<file path="src/rtl/perf_pkg.sv">
// Shared types for the perf measurement-window scheduler: FSM states and the
// history sample format captured at the end of each window.
package perf_pkg;

  localparam int PERF_COUNTER_WIDTH = 32;

  typedef enum logic [2:0] {
    ST_IDLE,
    ST_START,
    ST_RUN,
    ST_STOP,
    ST_WAIT_DONE,
    ST_CAPTURE
  } perf_win_state_e;

  typedef struct packed {
    logic [PERF_COUNTER_WIDTH-1:0] total;
    logic [PERF_COUNTER_WIDTH-1:0] active;
    logic [PERF_COUNTER_WIDTH-1:0] idle;
    logic [7:0]                    win_idx;
  } perf_sample_t;

endpackage

</file>
<file path="src/rtl/perf_window_ctrl_if.sv">
// Host read port of the sample history: valid/ready handshake plus head sample.
interface perf_window_ctrl_if
  import perf_pkg::*;
#(
  parameter int COUNTER_WIDTH = PERF_COUNTER_WIDTH
);
  logic                     valid;
  logic                     ready;
  logic [COUNTER_WIDTH-1:0] total;
  logic [COUNTER_WIDTH-1:0] active;
  logic [COUNTER_WIDTH-1:0] idle;
  logic [7:0]               win_idx;

  modport master (output valid, total, active, idle, win_idx, input ready);
  modport slave  (input valid, total, active, idle, win_idx, output ready);
endinterface

</file>
<file path="src/rtl/perf_hist_fifo.sv">
// Sample history FIFO; a push into a full FIFO is dropped and flagged unless a
// pop in the same cycle frees the slot.
module perf_hist_fifo
  import perf_pkg::*;
#(
  parameter int DEPTH = 4
) (
  input  logic         clk,
  input  logic         rst_n,
  input  logic         push,
  input  perf_sample_t push_data,
  input  logic         pop,
  output perf_sample_t head,
  output logic         empty,
  output logic         drop
);
  localparam int AW = $clog2(DEPTH);

  perf_sample_t   mem [DEPTH];
  logic [AW-1:0]  wr_ptr;
  logic [AW-1:0]  rd_ptr;
  logic [AW:0]    count;
  logic           full;
  logic           pop_ok;
  logic           push_ok;

  assign empty   = (count == '0);
  assign full    = (count == (AW+1)'(DEPTH));
  assign pop_ok  = pop && !empty;
  assign push_ok = push && (!full || pop_ok);
  assign drop    = push && full && !pop_ok;
  assign head    = mem[rd_ptr];

  // When full, wr_ptr == rd_ptr: a simultaneous push/pop rewrites the slot
  // being retired, which then becomes the tail.
  always_ff @(posedge clk or negedge rst_n) begin
    if (!rst_n) begin
      for (int i = 0; i < DEPTH; i++) mem[i] <= '0;
      wr_ptr <= '0;
      rd_ptr <= '0;
      count  <= '0;
    end else begin
      if (push_ok) begin
        mem[wr_ptr] <= push_data;
        wr_ptr      <= wr_ptr + AW'(1);
      end
      if (pop_ok) rd_ptr <= rd_ptr + AW'(1);
      case ({push_ok, pop_ok})
        2'b10:   count <= count + (AW+1)'(1);
        2'b01:   count <= count - (AW+1)'(1);
        default: count <= count;
      endcase
    end
  end

endmodule

</file>
<file path="src/rtl/perf_window_ctrl.sv">
// Runs back-to-back fixed-length perf measurement windows and logs each
// window's counts into a history FIFO drained by the host.
//
//   state        | meaning
//   -------------+------------------------------------------------------
//   ST_IDLE      | waiting for cfg_start
//   ST_START     | perf_start_pulse, window counter loaded with len-1
//   ST_RUN       | counting the window down
//   ST_STOP      | perf_done_pulse, timeout counter loaded
//   ST_WAIT_DONE | waiting for perf_measurement_done (or timeout)
//   ST_CAPTURE   | push sample, bump win_count, next window or IDLE
module perf_window_ctrl
  import perf_pkg::*;
#(
  parameter int COUNTER_WIDTH = PERF_COUNTER_WIDTH,
  parameter int WIN_WIDTH     = 16,
  parameter int HIST_DEPTH    = 4,
  parameter int DONE_TIMEOUT  = 256
) (
  input  logic                     clk,
  input  logic                     rst_n,
  input  logic                     cfg_start,
  input  logic                     cfg_abort,
  input  logic [WIN_WIDTH-1:0]     cfg_win_len,
  input  logic [7:0]               cfg_num_win,
  output logic                     perf_start_pulse,
  output logic                     perf_done_pulse,
  input  logic                     perf_measurement_done,
  input  logic [COUNTER_WIDTH-1:0] perf_total,
  input  logic [COUNTER_WIDTH-1:0] perf_active,
  input  logic [COUNTER_WIDTH-1:0] perf_idle,
  perf_window_ctrl_if.master       rd,
  output logic                     busy,
  output logic [7:0]               win_count,
  output logic                     overflow_err,
  output logic                     timeout_err
);
  localparam int TMO_WIDTH = $clog2(DONE_TIMEOUT + 1);

  perf_win_state_e      state;
  perf_win_state_e      state_nxt;
  logic [WIN_WIDTH-1:0] len_q;
  logic [WIN_WIDTH-1:0] win_cnt;
  logic [7:0]           num_q;
  logic [TMO_WIDTH-1:0] tmo_cnt;
  logic [7:0]           win_count_inc;
  logic                 abort_pending;
  logic                 abort_now;
  logic                 start_accept;
  logic                 push;
  logic                 pop;
  logic                 drop;
  logic                 fifo_empty;
  logic                 tmo_fire;
  perf_sample_t         sample;
  perf_sample_t         head;

  assign abort_now     = abort_pending | cfg_abort;
  assign start_accept  = (state == ST_IDLE) && cfg_start;
  assign win_count_inc = win_count + 8'd1;

  always_comb begin
    state_nxt = state;
    push      = 1'b0;
    tmo_fire  = 1'b0;
    case (state)
      ST_IDLE:      if (cfg_start) state_nxt = ST_START;
      ST_START:     state_nxt = (abort_now || len_q == WIN_WIDTH'(1)) ? ST_STOP : ST_RUN;
      ST_RUN:       if (abort_now || win_cnt == WIN_WIDTH'(1)) state_nxt = ST_STOP;
      ST_STOP:      state_nxt = ST_WAIT_DONE;
      ST_WAIT_DONE: begin
        if (perf_measurement_done) begin
          state_nxt = ST_CAPTURE;
        end else if (tmo_cnt == TMO_WIDTH'(1)) begin
          tmo_fire  = 1'b1;
          state_nxt = ST_IDLE;
        end
      end
      ST_CAPTURE: begin
        push = 1'b1;
        if (abort_now || (num_q != 8'd0 && win_count_inc == num_q)) state_nxt = ST_IDLE;
        else                                                        state_nxt = ST_START;
      end
      default:      state_nxt = ST_IDLE;
    endcase
  end

  always_ff @(posedge clk or negedge rst_n) begin
    if (!rst_n) begin
      state         <= ST_IDLE;
      len_q         <= '0;
      num_q         <= '0;
      win_cnt       <= '0;
      tmo_cnt       <= '0;
      win_count     <= '0;
      abort_pending <= 1'b0;
      overflow_err  <= 1'b0;
      timeout_err   <= 1'b0;
    end else begin
      state <= state_nxt;
      if (start_accept) begin
        len_q        <= (cfg_win_len == '0) ? WIN_WIDTH'(1) : cfg_win_len;
        num_q        <= cfg_num_win;
        win_count    <= '0;
        overflow_err <= 1'b0;
        timeout_err  <= 1'b0;
      end else begin
        if (tmo_fire) timeout_err  <= 1'b1;
        if (drop)     overflow_err <= 1'b1;
        if (state == ST_CAPTURE) win_count <= win_count_inc;
      end
      case (state)
        ST_START:     win_cnt <= len_q - WIN_WIDTH'(1);
        ST_RUN:       win_cnt <= win_cnt - WIN_WIDTH'(1);
        ST_STOP:      tmo_cnt <= TMO_WIDTH'(DONE_TIMEOUT - 1);
        ST_WAIT_DONE: tmo_cnt <= tmo_cnt - TMO_WIDTH'(1);
        default:      ;
      endcase
      if (state_nxt == ST_IDLE)                  abort_pending <= 1'b0;
      else if (cfg_abort && state != ST_IDLE)    abort_pending <= 1'b1;
    end
  end

  assign perf_start_pulse = (state == ST_START);
  assign perf_done_pulse  = (state == ST_STOP);
  assign busy             = (state != ST_IDLE);

  assign sample = '{total: perf_total, active: perf_active, idle: perf_idle, win_idx: win_count};
  assign pop    = rd.valid && rd.ready;

  perf_hist_fifo #(.DEPTH(HIST_DEPTH)) u_hist (
    .clk       (clk),
    .rst_n     (rst_n),
    .push      (push),
    .push_data (sample),
    .pop       (pop),
    .head      (head),
    .empty     (fifo_empty),
    .drop      (drop)
  );

  assign rd.valid   = !fifo_empty;
  assign rd.total   = head.total;
  assign rd.active  = head.active;
  assign rd.idle    = head.idle;
  assign rd.win_idx = head.win_idx;

endmodule

</file>
<file path="src/flat_wrapper.sv">
// flat-port wrapper written by rule: the top's interface ports become plain ports
module perf_window_ctrl_flat import perf_pkg::*;
#(
  parameter int COUNTER_WIDTH = PERF_COUNTER_WIDTH,
  parameter int WIN_WIDTH     = 16,
  parameter int HIST_DEPTH    = 4,
  parameter int DONE_TIMEOUT  = 256
)
  (clk, rst_n, cfg_start, cfg_abort, cfg_win_len, cfg_num_win, perf_start_pulse, perf_done_pulse, perf_measurement_done, perf_total, perf_active, perf_idle, busy, win_count, overflow_err, timeout_err, rd_valid, rd_total, rd_active, rd_idle, rd_win_idx, rd_ready);
  perf_window_ctrl_if #(.COUNTER_WIDTH(COUNTER_WIDTH)) rd_i ();
  input  logic clk;
  input  logic rst_n;
  input  logic cfg_start;
  input  logic cfg_abort;
  input  logic [WIN_WIDTH-1:0] cfg_win_len;
  input  logic [7:0] cfg_num_win;
  output logic perf_start_pulse;
  output logic perf_done_pulse;
  input  logic perf_measurement_done;
  input  logic [COUNTER_WIDTH-1:0] perf_total;
  input  logic [COUNTER_WIDTH-1:0] perf_active;
  input  logic [COUNTER_WIDTH-1:0] perf_idle;
  output logic busy;
  output logic [7:0] win_count;
  output logic overflow_err;
  output logic timeout_err;
  output wire logic [$bits(rd_i.valid)-1:0] rd_valid;
  output wire logic [$bits(rd_i.total)-1:0] rd_total;
  output wire logic [$bits(rd_i.active)-1:0] rd_active;
  output wire logic [$bits(rd_i.idle)-1:0] rd_idle;
  output wire logic [$bits(rd_i.win_idx)-1:0] rd_win_idx;
  input wire logic [$bits(rd_i.ready)-1:0] rd_ready;
  assign rd_valid = rd_i.valid;
  assign rd_total = rd_i.total;
  assign rd_active = rd_i.active;
  assign rd_idle = rd_i.idle;
  assign rd_win_idx = rd_i.win_idx;
  assign rd_i.ready = rd_ready;
  perf_window_ctrl #(.COUNTER_WIDTH(COUNTER_WIDTH), .WIN_WIDTH(WIN_WIDTH), .HIST_DEPTH(HIST_DEPTH), .DONE_TIMEOUT(DONE_TIMEOUT)) u_core (.clk(clk), .rst_n(rst_n), .cfg_start(cfg_start), .cfg_abort(cfg_abort), .cfg_win_len(cfg_win_len), .cfg_num_win(cfg_num_win), .perf_start_pulse(perf_start_pulse), .perf_done_pulse(perf_done_pulse), .perf_measurement_done(perf_measurement_done), .perf_total(perf_total), .perf_active(perf_active), .perf_idle(perf_idle), .rd(rd_i), .busy(busy), .win_count(win_count), .overflow_err(overflow_err), .timeout_err(timeout_err));
endmodule
</file>
<file path="config.mk">
export PLATFORM = sky130hd
export DESIGN_NAME = perf_window_ctrl_flat
export DESIGN_NICKNAME = d
export VERILOG_FILES = /design/src/rtl/perf_pkg.sv /design/src/rtl/perf_window_ctrl_if.sv /design/src/rtl/perf_hist_fifo.sv /design/src/rtl/perf_window_ctrl.sv /design/src/flat_wrapper.sv
export SDC_FILE = /design/constraint.sdc
export NUM_CORES = 1
export LEC_CHECK = 0
export CAP_MARGIN = 20
export CORE_AREA = 2 2 268 270
export CTS_CLUSTER_SIZE = 12
export DETAILED_ROUTE_END_ITERATION = 6
export DIE_AREA = 0 0 270 272
export PLACE_DENSITY = 0.56
export SLEW_MARGIN = 20
export SYNTH_ARGS = -nofsm -noshare
export SYNTH_HDL_FRONTEND = slang
export SYNTH_SLANG_ARGS = --single-unit
</file>
<file path="constraint.sdc">
create_clock -name clk -period 2.4 [get_ports clk]
set_input_delay 0.48 -clock clk [delete_from_list [all_inputs] [get_ports clk]]
set_output_delay 0.48 -clock clk [all_outputs]
set_load 0.05 [all_outputs]
</file>
==> reports/results.tsv, run 1 <==
stage	metric	value	unit
die	core	70750	µm²
cts	clkSinkCount	486	
detailed_routing	drt-initial-drc-count	607	
synthesis	synth_edf_count	0	
placement	gp_congestion	0.7629	
synthesis	yosysTopAreaCell	dfrtp_1	
cts	cts_tree	built	
detailed_routing	dr.pass1.iters	5	
sta	final-hold-violation-count	0	
synthesis	yosysSeqAreaShare	0.5608	
die	die_w	270	µm
sta	setup_viol	104	
run	drv_cap	0	
synthesis	syn_nets	1548	
worst_setup_path	rr_worst_depth	6	
sta	fin_hold_ws	455.5	ps
detailed_routing	routedWlPerCell	19.57	µm
cts	clock_latency	600	ps
cts	clock_path_buffers	3	
die	pin_count	244	
placement	dpl.hpwl	36.17	mm
detailed_routing	drc_errors	0	
sta	rsz0062_at_grt	true	
power	seqPwrFrac	0.317	
worst_hold_path	hold_class	primary input to async pin	
worst_setup_path	crit_path_end_kind	output pin	
run_status	outcome	finished, violations left	
synthesis	synth-seq-cells	486	
finish	syn_to_final_growth	32.34	%
power	clockPowerShare	0.207	
worst_setup_path	crit_arrival	2160	ps
run_status	violations	negative setup slack	
grt	grt_max_degree	77	
sta	slew_viol_final	0	
grt	grt_pass1_wl	83.94	mm
finish	nets	1882	
sta	min_period_over_period	1.101	
finish	layout-drive-gt1-share	0.4849	
worst_setup_path	critPathLaunchType	flop	
cts	cts_root_buf	clkbuf_16	
power	power_frac_comb	0.476	
die	die_h	272	µm
sta	period_minus_slack	2642	ps
grt	grt_usage	0.1445	
finish	final_core_util	0.4057	
power	power_density	1463	nW/µm²
grt	grt-ovfl-total	0	
die	rows	98	
sta	clock_skew	17.35	ps
sta	worst_slew_pin_slew	572.9	ps
detailed_routing	final_antenna_net_count	0	
synthesis	yosysWarnings	0	
die	initial_core_util	0.3065	
worst_setup_path	crit_fanout	10	
placement	place_area	26010	µm²
synthesis	synth_ff_type	dfrtp_1	
die	dieArea	73440	µm²
synthesis	async_flop_share	1.000	
placement	dpl_worst_slack	-228.8	ps
sta	worst_slack	-241.7	ps
finish	fillers	6521	
synthesis	synth_top_cells_by_area	dfrtp_1 (56%), mux2_2 (22%), mux4_2 (11%)	
detailed_routing	finalWirelength	53.63	mm
synthesis	yosys.area.top_type_share	0.5608	
synthesis	synth_area	21690	µm²
finish	stdcell_area	28700	µm²
sta	max_freq	378.5	MHz
power	p_leak	12.87	nW
power	power.internal	26.17	mW
power	switchingPower	15.81	mW
synthesis	avgSynthCellArea	15.38	µm²
synthesis	synth_cells	1410	
sta	relSlewSlack	0.6181	
detailed_routing	num_vias	13338	
power	max-vdd-ir-drop	926.4	µV
placement	numPortBuffers	243	
synthesis	ys_types	59	
grt	antenna_found_initial	1	
worst_setup_path	worst-endpoint-required	1920	ps
cts	clkTransAtPathRegs	60	ps
sta	setup_tns	-19810	ps
cts	numCtsBuffers	55	
worst_setup_path	critPathKind	flop to output pin	
detailed_routing	post_drt_via_cell_ratio	4.868	
power	switching_share	0.3766	
grt	grt_pass1_vias	14415	
cts	cts_max_level	2	
==> power groups by stage <==
stage / clock network (mW) / logic, mW / registers [mW]
after global placement: 0 / 18.0 / 13.3
after detailed placement: 0 / 18.2 / 13.5
after CTS: 9.01 / 20.2 / 13.3
final: 8.69 / 20.0 / 13.3
after global routing: 9.31 / 21.1 / 13.7
after floorplan: 0 / 13.1 / 12.8
==> what timing repair did <==
item,CTS,global route
hold buffers,1,0
buffers inserted,16,1
setup endpoints to repair,116,106
endpoints found under the hold margin,41,0
gates resized for setup,137,3
gates cloned,3,4
pin swaps,0,0
==> state kept, by name, summed over array words and instances (netlist names) <==
signal,count
u_core.u_hist.mem,416
u_core.len_q,16
u_core.win_cnt,16
u_core.tmo_cnt,9
u_core.num_q,8
u_core.win_count,8
u_core.state,3
u_core.u_hist.count,3
u_core.u_hist.rd_ptr,2
u_core.u_hist.wr_ptr,2
u_core.abort_pending,1
u_core.overflow_err,1
u_core.timeout_err,1
==> through the flow <==
step / power [mW] / instances
floorplan: 25.86 / 1410
global placement: 31.32 / 2613
detailed placement: 31.72 / 2613
CTS: 42.45 / 2734
global route: 44.14 / 2738
finish: 41.99 / 2740
==> worst max-delay path: stages, from the launching register on <==
cell     delay (ps)
dfrtp_4         480
buf_16          190
buf_6           150
mux4_2          550
buf_6           180
==> cells in the mapped netlist, drive strengths merged, types with 2 or more instances <==
| master | number |
|---|---|
| dfrtp | 486 |
| mux2 | 433 |
| mux4 | 104 |
| buf | 60 |
| nor2 | 34 |
| clkbuf | 30 |
| nand2 | 27 |
| o21ai | 24 |
| a21oi | 20 |
| inv | 20 |
| xnor2 | 17 |
| nor3 | 14 |
| nor4 | 13 |
| ha | 11 |
| or3 | 10 |
| xor2 | 9 |
| a31oi | 7 |
| nand3 | 7 |
| a211oi | 5 |
| and3 | 5 |
| mux2i | 5 |
| nand4 | 5 |
| o41ai | 5 |
| or4 | 5 |
| a21o | 3 |
| a311o | 3 |
| a311oi | 3 |
| a41oi | 3 |
| and2 | 3 |
| nand3b | 3 |
| nor4b | 3 |
| o211ai | 3 |
| o22ai | 3 |
| or3b | 3 |
| and3b | 2 |
| nand2b | 2 |
| nor3b | 2 |
| o311ai | 2 |
| o31a | 2 |
| o31ai | 2 |
==> final timing paths <==
path	slack [ps]	to	start
hold reg to reg	480	u_core.u_hist.mem[212]	u_core.u_hist.mem[212]
setup / recovery	-240	rd_win_idx[2]	u_core.u_hist.rd_ptr[0]
max in group asynchronous	1070	u_core.u_hist.rd_ptr[0]	rst_n
min in group clk	460	u_core.num_q[4]	cfg_num_win[4]
setup reg to reg	220	u_core.state[0]	u_core.win_count[0]
hold / removal	460	u_core.u_hist.mem[15]	rst_n
==> layer usage <==
layer  up-vias  global-route usage  wire, µm  part of all wire
li1       5950                   -         -                 -
met1      7065              0.1917     24000              0.45
met2       246              0.2416     26090              0.49
met3        75             0.02892      2318             0.043
met4         2             0.03889      1209             0.023
met5         -                   0        11           0.00021
==> cell type report <==
class | count | area, µm² | area share
flip-flops and latches | 486 | 12170 | 0.4241
multi-input cells | 813 | 9074 | 0.3162
repair buffers | 367 | 4285 | 0.1493
clock buffers | 77 | 1599 | 0.05572
well taps | 950 | 1189 | 0.04142
clock inverters | 24 | 292.8 | 0.01020
inverters | 21 | 82.58 | 0.002877
diodes | 2 | 5.005 | 0.0001744
==> kinds of logic (layout without fill, tap and decap cells) <==
family          Yosys count  after routing  synth area share
compound gates           92             92           0.02804
xor+xnor                 27             27           0.01160
fa+ha+maj                12             12          0.007270
buf+inv                 111            489           0.02227
flops                   486            486            0.5608
mux                     542            542            0.3352
other cells               0              2                 0
simple gates            140            140           0.03485
==> placed cells by master, fill, tap and decap left out, drive strengths merged, types with 3 or more instances in the layout <==
cell | synthesis | layout
dfrtp | 486 | 486
nor2 | 34 | 34
and3 | 5 | 5
a21o | 3 | 3
and2 | 3 | 3
a21oi | 20 | 20
o211ai | 3 | 3
clkdlybuf4s50 | 0 | 126
nand3b | 3 | 3
a311oi | 3 | 3
clkinvlp | 0 | 4
buf | 60 | 227
o21ai | 24 | 24
or4 | 5 | 5
a211oi | 5 | 5
dlygate4sd2 | 0 | 8
xor2 | 9 | 9
mux2i | 5 | 5
o41ai | 5 | 5
or3 | 10 | 10
bufinv | 0 | 6
mux2 | 433 | 433
clkinv | 1 | 13
a41oi | 3 | 3
nand2 | 27 | 27
nor4b | 3 | 3
nor3 | 14 | 14
clkbuf | 30 | 81
a31oi | 7 | 7
a311o | 3 | 3
nand3 | 7 | 7
o22ai | 3 | 3
xnor2 | 17 | 17
inv | 20 | 22
or3b | 3 | 3
nand4 | 5 | 5
mux4 | 104 | 104
nor4 | 13 | 13
ha | 11 | 11
Power figures use the tool's default switching activity.
==> inputs of run 2 (changes only) <==
--- a/config.mk
+++ b/config.mk
@@ -11,7 +11,7 @@
 export DETAILED_ROUTE_END_ITERATION = 6
 export DIE_AREA = 0 0 270 272
 export PLACE_DENSITY = 0.56
-export SLEW_MARGIN = 20
+export SLEW_MARGIN = 15
 export SYNTH_ARGS = -nofsm -noshare
 export SYNTH_HDL_FRONTEND = slang
 export SYNTH_SLANG_ARGS = --single-unit
==> results of run 2 <==
Same layout as run 1: the final DEF is identical, and so are final timing and power.
